--- src/rtl/ieeedrv_sd_arb_if.sv ---
// Host SD channel between the subdrive arbiter (master) and the host side (slave).
interface ieeedrv_sd_arb_if #(
  parameter int BLK_BITS = 8
);
  logic [31:0]         hps_lba;
  logic [5:0]          hps_blk_cnt;
  logic                hps_rd;
  logic                hps_wr;
  logic                hps_ack;
  logic [BLK_BITS-1:0] hps_buff_addr;
  logic                hps_buff_wr;

  modport master (
    output hps_lba, hps_blk_cnt, hps_rd, hps_wr,
    input  hps_ack, hps_buff_addr, hps_buff_wr
  );

  modport slave (
    input  hps_lba, hps_blk_cnt, hps_rd, hps_wr,
    output hps_ack, hps_buff_addr, hps_buff_wr
  );
endinterface

--- src/rtl/ieeedrv_sd_arb.sv ---
// Serialises per-subdrive SD track requests onto the single host SD channel and maps
// host buffer bytes to track-RAM offsets. Optional REQ timeout: IEEEDRV_SDARB_TIMEOUT_EN.
module ieeedrv_sd_arb #(
  parameter  int SUBDRV   = 2,
  parameter  int BLK_BITS = 8,
  localparam int DW       = (SUBDRV > 1) ? $clog2(SUBDRV) : 1
) (
  input  logic                    clk_sys,
  input  logic                    reset_n,
  input  logic [SUBDRV-1:0][31:0] req_lba,
  input  logic [SUBDRV-1:0][5:0]  req_blk_cnt,
  input  logic [SUBDRV-1:0]       req_rd,
  input  logic [SUBDRV-1:0]       req_wr,
  output logic [SUBDRV-1:0]       req_ack,
  ieeedrv_sd_arb_if.master        hps,
  output logic [6+BLK_BITS-1:0]   buf_addr,
  output logic                    buf_we,
  output logic [DW-1:0]           buf_drv,
  output logic                    active
);
  typedef enum logic [1:0] {IDLE, REQ, XFER} state_t;

  state_t            state_q, state_d;
  logic [31:0]       lba_q, lba_d;
  logic [5:0]        cnt_q, cnt_d;
  logic [5:0]        blk_q, blk_d, blk_now;
  logic              rd_q, rd_d, wr_q, wr_d;
  logic              op_rd_q, op_rd_d;
  logic              active_q, active_d;
  logic              arm_q, arm_d;
  logic [DW-1:0]     drv_q, drv_d, rr_q, rr_d;
  logic [SUBDRV-1:0] ack_q, ack_d;
  logic [DW-1:0]     pick_idx, slot;
  logic              pick_vld;
  logic              wrap, timeout;

  // Round-robin: scan downward so the slot right after rr overwrites last and wins.
  always_comb begin
    pick_vld = 1'b0;
    pick_idx = '0;
    slot     = '0;
    for (int i = SUBDRV; i >= 1; i--) begin
      slot = DW'((int'(rr_q) + i) % SUBDRV);
      if (req_rd[slot] | req_wr[slot]) begin
        pick_vld = 1'b1;
        pick_idx = slot;
      end
    end
  end

`ifdef IEEEDRV_SDARB_TIMEOUT_EN
  logic [23:0] to_cnt_q, to_cnt_d;
  assign to_cnt_d = (state_q == REQ) ? to_cnt_q + 24'd1 : '0;
  assign timeout  = (state_q == REQ) && (to_cnt_q == '1);
  always_ff @(posedge clk_sys or negedge reset_n)
    if (!reset_n) to_cnt_q <= '0;
    else          to_cnt_q <= to_cnt_d;
`else
  assign timeout = 1'b0;
`endif

  // A wrap is armed by seeing all-ones under ack and fires when the address returns
  // to zero; folding it into blk_now keeps buf_addr right on the first byte of a block.
  assign arm_d   = (state_q == XFER) & hps.hps_ack & (&hps.hps_buff_addr);
  assign wrap    = (state_q == XFER) & hps.hps_ack & arm_q & ~(|hps.hps_buff_addr);
  assign blk_now = (wrap && blk_q != cnt_q) ? blk_q + 6'd1 : blk_q;

  always_comb begin
    state_d = state_q;
    case (state_q)
      IDLE:    if (pick_vld) state_d = REQ;
      REQ:     if (hps.hps_ack) state_d = XFER;
               else if (timeout) state_d = IDLE;
      XFER:    if (!hps.hps_ack) state_d = IDLE;
      default: state_d = IDLE;
    endcase
  end

  always_comb begin
    lba_d    = lba_q;
    cnt_d    = cnt_q;
    blk_d    = blk_q;
    rd_d     = rd_q;
    wr_d     = wr_q;
    op_rd_d  = op_rd_q;
    active_d = active_q;
    drv_d    = drv_q;
    rr_d     = rr_q;
    ack_d    = ack_q;
    case (state_q)
      IDLE: begin
        ack_d = '0;
        if (pick_vld) begin
          lba_d    = req_lba[pick_idx];
          cnt_d    = req_blk_cnt[pick_idx];
          op_rd_d  = req_rd[pick_idx];
          rd_d     = req_rd[pick_idx];
          wr_d     = ~req_rd[pick_idx];
          drv_d    = pick_idx;
          blk_d    = '0;
          active_d = 1'b1;
        end
      end
      REQ: begin
        if (hps.hps_ack) begin
          rd_d         = 1'b0;
          wr_d         = 1'b0;
          ack_d        = '0;
          ack_d[drv_q] = 1'b1;
        end else if (timeout) begin
          // One-cycle ack lets the loader drop its busy flag on an abandoned request.
          rd_d         = 1'b0;
          wr_d         = 1'b0;
          ack_d        = '0;
          ack_d[drv_q] = 1'b1;
          active_d     = 1'b0;
          rr_d         = drv_q;
        end
      end
      XFER: begin
        blk_d = blk_now;
        if (!hps.hps_ack) begin
          ack_d    = '0;
          active_d = 1'b0;
          rr_d     = drv_q;
        end
      end
      default: ;
    endcase
  end

  always_ff @(posedge clk_sys or negedge reset_n) begin
    if (!reset_n) begin
      state_q  <= IDLE;
      lba_q    <= '0;
      cnt_q    <= '0;
      blk_q    <= '0;
      rd_q     <= 1'b0;
      wr_q     <= 1'b0;
      op_rd_q  <= 1'b0;
      active_q <= 1'b0;
      arm_q    <= 1'b0;
      drv_q    <= '0;
      rr_q     <= '0;
      ack_q    <= '0;
    end else begin
      state_q  <= state_d;
      lba_q    <= lba_d;
      cnt_q    <= cnt_d;
      blk_q    <= blk_d;
      rd_q     <= rd_d;
      wr_q     <= wr_d;
      op_rd_q  <= op_rd_d;
      active_q <= active_d;
      arm_q    <= arm_d;
      drv_q    <= drv_d;
      rr_q     <= rr_d;
      ack_q    <= ack_d;
    end
  end

  assign hps.hps_lba     = lba_q;
  assign hps.hps_blk_cnt = cnt_q;
  assign hps.hps_rd      = rd_q;
  assign hps.hps_wr      = wr_q;
  assign req_ack         = ack_q;
  assign buf_drv         = drv_q;
  assign active          = active_q;
  assign buf_addr        = {blk_now, hps.hps_buff_addr};
  assign buf_we          = hps.hps_buff_wr & hps.hps_ack & op_rd_q & active_q;
endmodule
--- src/flat_wrapper.sv ---
// flat-port wrapper written by rule: the top's interface ports become plain ports
module ieeedrv_sd_arb_flat 
#(
  parameter  int SUBDRV   = 2,
  parameter  int BLK_BITS = 8,
  localparam int DW       = (SUBDRV > 1) ? $clog2(SUBDRV) : 1
)
  (clk_sys, reset_n, req_lba, req_blk_cnt, req_rd, req_wr, req_ack, buf_addr, buf_we, buf_drv, active, hps_hps_lba, hps_hps_blk_cnt, hps_hps_rd, hps_hps_wr, hps_hps_ack, hps_hps_buff_addr, hps_hps_buff_wr);
  ieeedrv_sd_arb_if #(.BLK_BITS(BLK_BITS)) hps_i ();
  input  logic clk_sys;
  input  logic reset_n;
  input  logic [SUBDRV-1:0][31:0] req_lba;
  input  logic [SUBDRV-1:0][5:0] req_blk_cnt;
  input  logic [SUBDRV-1:0] req_rd;
  input  logic [SUBDRV-1:0] req_wr;
  output logic [SUBDRV-1:0] req_ack;
  output logic [6+BLK_BITS-1:0] buf_addr;
  output logic buf_we;
  output logic [DW-1:0] buf_drv;
  output logic active;
  output wire logic [$bits(hps_i.hps_lba)-1:0] hps_hps_lba;
  output wire logic [$bits(hps_i.hps_blk_cnt)-1:0] hps_hps_blk_cnt;
  output wire logic [$bits(hps_i.hps_rd)-1:0] hps_hps_rd;
  output wire logic [$bits(hps_i.hps_wr)-1:0] hps_hps_wr;
  input wire logic [$bits(hps_i.hps_ack)-1:0] hps_hps_ack;
  input wire logic [$bits(hps_i.hps_buff_addr)-1:0] hps_hps_buff_addr;
  input wire logic [$bits(hps_i.hps_buff_wr)-1:0] hps_hps_buff_wr;
  assign hps_hps_lba = hps_i.hps_lba;
  assign hps_hps_blk_cnt = hps_i.hps_blk_cnt;
  assign hps_hps_rd = hps_i.hps_rd;
  assign hps_hps_wr = hps_i.hps_wr;
  assign hps_i.hps_ack = hps_hps_ack;
  assign hps_i.hps_buff_addr = hps_hps_buff_addr;
  assign hps_i.hps_buff_wr = hps_hps_buff_wr;
  ieeedrv_sd_arb #(.SUBDRV(SUBDRV), .BLK_BITS(BLK_BITS)) u_core (.clk_sys(clk_sys), .reset_n(reset_n), .req_lba(req_lba), .req_blk_cnt(req_blk_cnt), .req_rd(req_rd), .req_wr(req_wr), .req_ack(req_ack), .hps(hps_i), .buf_addr(buf_addr), .buf_we(buf_we), .buf_drv(buf_drv), .active(active));
endmodule
--- config.mk ---
export PLATFORM = sky130hd
export DESIGN_NAME = ieeedrv_sd_arb_flat
export DESIGN_NICKNAME = d
export VERILOG_FILES = /design/src/rtl/ieeedrv_sd_arb_if.sv /design/src/rtl/ieeedrv_sd_arb.sv /design/src/flat_wrapper.sv
export SDC_FILE = /design/constraint.sdc
export NUM_CORES = 1
export LEC_CHECK = 0
export ABC_AREA = 1
export BUFFER_PORTS_ARGS = -buffer_cell sky130_fd_sc_hd__buf_4
export CAP_MARGIN = 20
export CORE_ASPECT_RATIO = 1.25
export CORE_UTILIZATION = 47
export CTS_BUF_LIST = sky130_fd_sc_hd__clkbuf_8
export CTS_CLUSTER_SIZE = 10
export DETAILED_ROUTE_END_ITERATION = 12
export PLACE_DENSITY = 0.81
export RECOVER_POWER = 25
export SETUP_SLACK_MARGIN = 0.02
export SYNTH_ARGS = -nofsm -noshare
export SYNTH_HDL_FRONTEND = slang
export SYNTH_SLANG_ARGS = --single-unit
--- constraint.sdc ---
create_clock -name clk_sys -period 1.8 [get_ports clk_sys]
set_clock_uncertainty 0.2 [all_clocks]
set_input_delay 0.36 -clock clk_sys [delete_from_list [all_inputs] [get_ports clk_sys]]
set_output_delay 0.36 -clock clk_sys [all_outputs]
set_load 0.05 [all_outputs]
; After elaboration in Yosys (flattened, before gate mapping)
; Index checks and enable logic that the tools add are counted.
[classes]
n_mux = 37
magnitude_cmp = 5
add_sub_neg = 3
bitwise = 12
n_reduce_logical = 15
n_eq_ne = 6
[ops]
columns = cell, count
row1 = 2-to-1 mux 32 bit, 2
row2 = 2-to-1 mux 6 bit, 4
row3 = 2-to-1 mux 1 bit, 20
row4 = one-hot mux 2 bit (3 select lines), 2
row5 = one-hot mux 6 bit (2 select lines), 1
row6 = AND reduction 3 bit, 4
row7 = "less-than comparator 1 x 2 -> 1 bit, second input constant", 4
row8 = 2-to-1 mux 2 bit, 4
row9 = AND reduction 8 bit, 1
row10 = OR reduction 8 bit, 1
row11 = AND 1 bit, 7
row12 = "adder 6 x 1 -> 6 bit, second input constant", 1
row13 = != test 6 bit, 1
row14 = one-hot mux 1 bit (2 select lines), 3
row15 = AND reduction 2 bit, 3
row16 = "!= test 2 bit, second input constant", 2
row17 = nonzero test 2 bit, 2
row18 = inverter 1 bit, 3
row19 = nonzero test 3 bit, 1
row20 = "adder 1 bit, second input constant", 2
row21 = "== test 2 x 1 -> 1 bit, second input constant", 1
row22 = "== test 2 bit, second input constant", 1
row23 = logical AND 1 bit, 2
row24 = logical NOT 2 bit, 1
row25 = other kinds (4), 5
[totals]
out_inout_bits = 59
regBits = 55
in_bits = 92

; Depth between registers and ports, before layout
; Gate-level depths: netlist of the first run.
[logic_depth]
depth_word = 11
depth_mapped = 11
mapped_depth_nobuf = 10

; Least setup slack after synthesis of the first run
; Ideal clock, no wire load.
[synth_timing]
kind = register -> output
start = register u_core.cnt_q[0], in the netlist u_core.hps.hps_blk_cnt[0]
end = output port buf_addr[9]
arrival_time_ns = 1.649
n_path_buf = 0
path_stages_with_launch = 8
path_slack_ns = -0.409
required_time_ns = 1.240
cell_sequence = dfrtp_1 inv_1 nand2_1 nand2_1 nor2_8 nand3_4 nand3b_1 and2_1
[synth_via]
elab_chain_len = 3
[synth_lines]
columns = item, line_no
row1 = from (decl), ieeedrv_sd_arb.sv:25  ; logic [5:0] cnt_q, cnt_d;
row2 = from (signal assigned), ieeedrv_sd_arb.sv:149  ; cnt_q <= cnt_d;
row3 = != test 6 bit, ieeedrv_sd_arb.sv:66  ; assign blk_now = (wrap && blk_q != cnt_q) ? blk_q + 6'd1 : blk_q;
row4 = logical AND 1 bit, ieeedrv_sd_arb.sv:66
row5 = 2-to-1 mux 6 bit, ieeedrv_sd_arb.sv:66
row6 = to (decl), flat_wrapper.sv:17  ; output logic [6+BLK_BITS-1:0] buf_addr;
; Every way passes these cells.

; Final worst setup path of the first run
[layout_timing]
start = register u_core.state_q[0]
end = output port buf_addr[9]
[layout_via]
elab_chain_len = 6
[layout_lines]
columns = item, line_no
row1 = from (decl), ieeedrv_sd_arb.sv:23  ; state_t state_q, state_d;
row2 = from (signal assigned), ieeedrv_sd_arb.sv:147  ; state_q <= state_d;
row3 = == test 2 bit, ieeedrv_sd_arb.sv:65  ; assign wrap = (state_q == XFER) & hps.hps_ack & arm_q & ~(|hps.hps_buff_addr);
row4 = AND 1 bit (3 in series), ieeedrv_sd_arb.sv:65
row5 = logical AND 1 bit, ieeedrv_sd_arb.sv:66
row6 = 2-to-1 mux 6 bit, ieeedrv_sd_arb.sv:66
; Every way passes these cells.

==> results of run 1 <==
==> power breakdown <==
group	leakage, nW	internal [mW]	switching [mW]
Sequential	0.642	1.81	0.357
Combinational	1.59	1.70	3.48
Clock	0.0414	0.263	0.381
Total	2.27	3.77	4.22
==> what timing repair did <==
item / CTS / global route
hold endpoints to repair: 20 / 0
pin swaps: 6 / 3
buffers inserted: 1 / 3
endpoints found under the setup margin: 6 / 32
hold buffers: 1 / 0
gates resized for setup: 13 / 5
==> cells by family (layout without fill, tap and decap cells) <==
logic type | Yosys count | count (layout) | synth area share (%)
adder cells (fa/ha/maj) | 1 | 1 | 0.433
AO/OA/AOI/OAI | 87 | 87 | 15.6
buffers and inverters | 50 | 225 | 8.75
AND/OR/NAND/NOR | 171 | 171 | 26.6
XOR/XNOR | 3 | 3 | 0.910
flip-flops | 55 | 55 | 47.7
==> worst paths after layout <==
| kind | from | slack (ps) | endpoint | cells after the start |
|---|---|---|---|---|
| min reg2reg | u_core.op_rd_q | 330 | u_core.op_rd_q | 2 |
| max reg2reg | u_core.state_q[1] | 160 | u_core.hps.hps_lba[13] | 7 |
| max in group asynchronous | reset_n | 200 | u_core.req_ack[0] | 3 |
| max | u_core.state_q[0] | -480 | buf_addr[9] | 8 |
| min in group asynchronous | reset_n | 390 | u_core.hps.hps_blk_cnt[2] | 2 |
| min | req_lba[40] | 110 | u_core.hps.hps_lba[8] | 3 |
==> critical path: cells and delay by family (launching register included) <==
kind / cells / cell delay (ps)
flip-flops: 1 / 390
AND/OR/NAND/NOR: 6 / 830
buffers and inverters: 2 / 210
==> routing by layer <==
| metal | up-vias | part of all wire, % |
|---|---|---|
| li1 | 1531 | - |
| met1 | 1466 | 38 |
| met2 | 119 | 55 |
| met3 | 10 | 6.2 |
| met4 | 0 | 1.2 |
| met5 | - | 0 |
==> cells in the mapped netlist, drive strengths merged <==
master,instances,area (µm²)
clkbuf,2,7.51
inv,24,90.1
nand3b,1,7.51
o22ai,8,50.1
dfrtp,55,1380
and2,2,12.5
nor2,56,251
nand2,95,394
nand4,4,25.0
ha,1,12.5
xor2,3,26.3
a21oi,65,325
nand3,12,72.6
buf,24,155
a21boi,1,7.51
nor3,1,5.00
o21ai,13,68.8
==> state kept, by name (all words and copies together) (netlist names) <==
name,flops
u_core.hps.hps_lba,32
u_core.blk_q,6
u_core.hps.hps_blk_cnt,6
u_core.req_ack,2
u_core.state_q,2
u_core.active,1
u_core.arm_q,1
u_core.buf_drv,1
u_core.hps.hps_rd,1
u_core.hps.hps_wr,1
u_core.op_rd_q,1
u_core.rr_q,1
==> final cells by class <==
| type | instances | area, µm² | area share, % |
|---|---|---|---|
| Inverter | 24 | 92.6 | 2.06 |
| Tap cell | 82 | 103 | 2.28 |
| Clock buffer | 5 | 68.8 | 1.53 |
| Sequential cell | 55 | 1390 | 30.8 |
| Clock inverter | 2 | 11.3 | 0.251 |
| Timing Repair Buffer | 194 | 1520 | 33.8 |
| Multi-Input combinational cell | 262 | 1310 | 29.2 |
==> stage by stage <==
step	utilization (%)	std cells	setup TNS (ps)	setup WS, ps	total power [mW]
3_5_place_dp	74.0	612	-1080	-232	7.33
6_report	76.7	624	-2490	-478	7.99
2_1_floorplan	-	367	-200	-57.7	5.58
3_3_place_gp	74.0	612	-957	-204	7.24
5_1_grt	76.7	624	-2870	-532	8.43
4_1_cts	76.4	621	-2330	-418	7.99
==> results.py, run 1 <==
metrics = {
    "critical_path": {
        "worst-path-max-fanout": 7,
        "crit_top_cell": "nand2_2",
        "cp-start-kind": "flop",
        "cp-end-kind": "output pin",
        "slowest_stage": "dfrtp_1",
        "required_ps": 1240,
        "crit_chain": "inv_2 > nand2_2 > nor2_2 > nand2_2 > nor2_4 > nand3b_1 > and2_4 > buf_8",
        "arrival_ps": 1720,
        "critPathKind": "reg -> out",
        "max_stage_delay_ps": 390,
    },
    "floorplan": {
        "fp-row-count": 31,
        "die_w_um": 72.1,
        "ios": 151,
        "coreArea_um2": 5860,
        "dieArea_um2": 6460,
        "die_y_um": 89.6,
        "start_util_pct": 49.3,
    },
    "cells_and_area": {
        "fillerInstances": 452,
        "layout_commonest_cell": "buf_4",
        "final_cell_mix": "buf_4, nand2_1, a21oi_1, nor2_1, dfrtp_1",
        "layout-drive-gt1-share_pct": 45.8,
        "antenna_cells": 0,
        "syn2layout_area_growth_pct": 55.6,
        "fin_nets": 635,
        "design_area_um2": 4490,
    },
    "sta": {
        "finalHoldViolations": 0,
        "fmax_mhz": 439,
        "fin_crit_ps": 2280,
        "hold_slack_ps": 106,
        "setup_violations": 6,
        "layout_setup_ws_ps": -478,
        "worst_pin_slew_ps": 567,
        "rsz0062_at_grt": "yes",
        "max_slew_margin_pct": 62.2,
        "period_share_pct": 127,
        "final_max_slew_viol_count": 0,
    },
    "route": {
        "first_iter_violations": 124,
        "antenna_left": 0,
        "via_per_inst": 5.01,
        "wl_per_cell_um": 13.9,
        "first_pass_iters": 4,
        "totalWireLength_mm": 8.66,
        "via_count": 3126,
        "drc": 0,
    },
    "synth": {
        "ys_seq_area_share_pct": 47.7,
        "syn_area_um2": 2890,
        "syn_avg_cell_area_um2": 7.87,
        "ys_ff_latch": 55,
        "synth_cells": 367,
        "synth_nets": 460,
        "netlist-cell-type-count": 28,
        "ys_warn_count": 0,
    },
    "cts": {
        "cts_tree": "built",
        "cts_buffer_depth": 2,
        "htree_levels": 2,
        "cts.clk_slew.worst_paths_ps": 100,
        "cts_made_buffers": 5,
        "clock_sinks": 55,
        "cts-root-buf": "clkbuf_8",
        "clock_latency_ps": 300,
    },
    "grt": {
        "grtUsageMet3_pct": 5.36,
        "grt_pass1_vias": 2965,
        "grt_util_met1_pct": 28.3,
        "overflow": 0,
        "grt_pass1_wl_mm": 12.8,
        "grt_busiest_layer": "met2",
        "antenna_found_initial": 0,
        "track_usage_pct": 25.5,
        "gr-usage-met2_pct": 49.2,
        "grt_start_max_net_pins": 40,
    },
    "placed_design": {
        "io_buffer_count": 150,
        "hpwl_mm": 6.57,
        "place_congestion": 0.877,
        "place_area_um2": 4330,
    },
    "status": {
        "violations": "setup timing",
        "outcome": "finished, violations left",
    },
    "flow_run": {
        "cap_violations": 0,
    },
    "power": {
        "power_density_nw_per_um2": 1780,
        "irDropWorstVdd_v": 0.00118,
        "leakage_nw": 2.27,
    },
    "hold_path": {
        "hp-class": "in -> reg",
    },
}
(Power assumes the default switching activity.)
==> run 2, diff against run 1 <==
CELL_PAD_IN_SITES_DETAIL_PLACEMENT = 0   (was not set)
CELL_PAD_IN_SITES_GLOBAL_PLACEMENT = 1   (was not set)
CORE_UTILIZATION = 32   (was 47)
PLACE_DENSITY = 0.8   (was 0.81)
==> results.py, run 2 (same netlist as run 1, synthesis figures left out) <==
metrics = {
    "sta": {
        "hold_slack_ps": 99.9,
        "setup_violations": 6,
        "final_max_slew_viol_count": 0,
        "max_slew_margin_pct": 52.6,
        "rsz0062_at_grt": "yes",
        "fin_crit_ps": 2210,
        "worst_pin_slew_ps": 711,
        "fmax_mhz": 452,
        "setup_tns_ps": -2280,
        "finalHoldViolations": 0,
        "period_share_pct": 123,
        "layout_setup_ws_ps": -411,
    },
    "floorplan": {
        "die_y_um": 108,
        "dieArea_um2": 9410,
        "die_w_um": 87.0,
        "fp-row-count": 38,
        "ios": 151,
        "start_util_pct": 33.2,
        "coreArea_um2": 8700,
    },
    "status": {
        "violations": "setup timing",
        "outcome": "finished, violations left",
    },
    "route": {
        "via_per_inst": 4.62,
        "totalWireLength_mm": 8.54,
        "first_pass_iters": 5,
        "wl_per_cell_um": 12.8,
        "first_iter_violations": 97,
        "drc": 0,
        "antenna_left": 0,
        "via_count": 3094,
    },
    "grt": {
        "grt_pass1_vias": 3103,
        "overflow": 0,
        "grt_start_max_net_pins": 40,
        "grt_pass1_wl_mm": 14.2,
        "antenna_found_initial": 0,
        "track_usage_pct": 19.0,
    },
    "cells_and_area": {
        "syn2layout_area_growth_pct": 61.1,
        "layout-drive-gt1-share_pct": 46.1,
        "finalNonFillerCells": 669,
        "largest_reg_flops": 32,
        "fillerInstances": 879,
        "layout_commonest_cell": "buf_4",
        "regArea_um2": 1390,
        "antenna_cells": 0,
        "multiInputGateArea_um2": 1320,
        "fin_nets": 641,
        "finish.utilization_pct": 53.5,
        "final_cell_mix": "buf_4, nand2_1, a21oi_1, nor2_1, dfrtp_1",
    },
    "power": {
        "leakage_nw": 2.34,
        "irDropWorstVdd_v": 0.00104,
        "power_density_nw_per_um2": 1800,
    },
    "critical_path": {
        "worst-path-max-fanout": 7,
        "critPathKind": "reg -> out",
        "cp-start-kind": "flop",
        "arrival_ps": 1650,
        "required_ps": 1240,
        "cp-end-kind": "output pin",
    },
    "placed_design": {
        "place_congestion": 0.823,
        "io_buffer_count": 150,
        "dpl.cell_count": 654,
        "pre_cts_ws_ps": -232,
        "hpwl_mm": 6.53,
    },
    "cts": {
        "cts_made_buffers": 5,
        "clock_latency_ps": 300,
        "htree_levels": 2,
        "clock_sinks": 55,
        "cts-root-buf": "clkbuf_8",
        "cts_buffer_depth": 2,
        "cts_tree": "built",
        "cts.clk_slew.worst_paths_ps": 100,
    },
    "flow_run": {
        "cap_violations": 0,
    },
    "hold_path": {
        "hp-class": "in -> reg",
    },
}
-- run 2: cell type report --
type                    instances  area share, %
clock buffers                   5           1.48
inverters                      24           1.94
repair buffers                200           33.9
multi-input cells             262           28.3
well taps                     120           3.23
flip-flops and latches         55           29.8
clock inverters                 3           1.37
-- run 2: worst paths after layout --
check                      cells after the start                   endpoint               from  slack, ps
max                                            9                buf_addr[8]  u_core.state_q[0]       -410
min                                            3     u_core.hps.hps_lba[12]        req_lba[44]        100
max reg2reg                                   11            u_core.blk_q[0]    u_core.blk_q[0]         70
min reg2reg                                    2             u_core.op_rd_q     u_core.op_rd_q        310
max in group asynchronous                      3  u_core.hps.hps_blk_cnt[2]            reset_n         90
min in group asynchronous                      2            u_core.blk_q[4]            reset_n        420
-- run 2: where the power goes --
| group | switching (mW) | leakage, nW | internal [mW] |
|---|---|---|---|
| Sequential | 0.349 | 0.642 | 1.81 |
| Combinational | 3.49 | 1.63 | 1.80 |
| Clock | 0.399 | 0.0695 | 0.551 |
-- run 2: critical path, cell delays in order, from the launching register on --
cell and delay (ps):
dfrtp_1 400, inv_2 80, nand2_4 50, nor2_4 90
nand2_2 60, nor2_4 200, nand2_4 120, nand2_2 80
and2_4 140, buf_8 130
-- run 2: metrics by stage --
step | instance area [µm²] | total power, mW
after global placement | 4420 | 7.38
after global routing | 4650 | 8.97
final | 4650 | 8.39
after floorplan | 2930 | 5.58
after CTS | 4640 | 8.46
after detailed placement | 4420 | 7.45
-- run 2: what timing repair did --
item	CTS	global route
hold buffers	1	0
endpoints found under the setup margin	6	7
gates resized for setup	14	3
hold endpoints to repair	51	0
setup buffers	3	3
pin swaps	5	0
-- run 2: metal layers --
layer | vias up | global-route usage (%) | routed length (µm)
li1 | 1543 | - | -
met1 | 1445 | 22.6 | 3500
met2 | 100 | 33.2 | 4350
met3 | 6 | 5.42 | 616
met4 | 0 | 4.88 | 72
met5 | - | 0 | 0
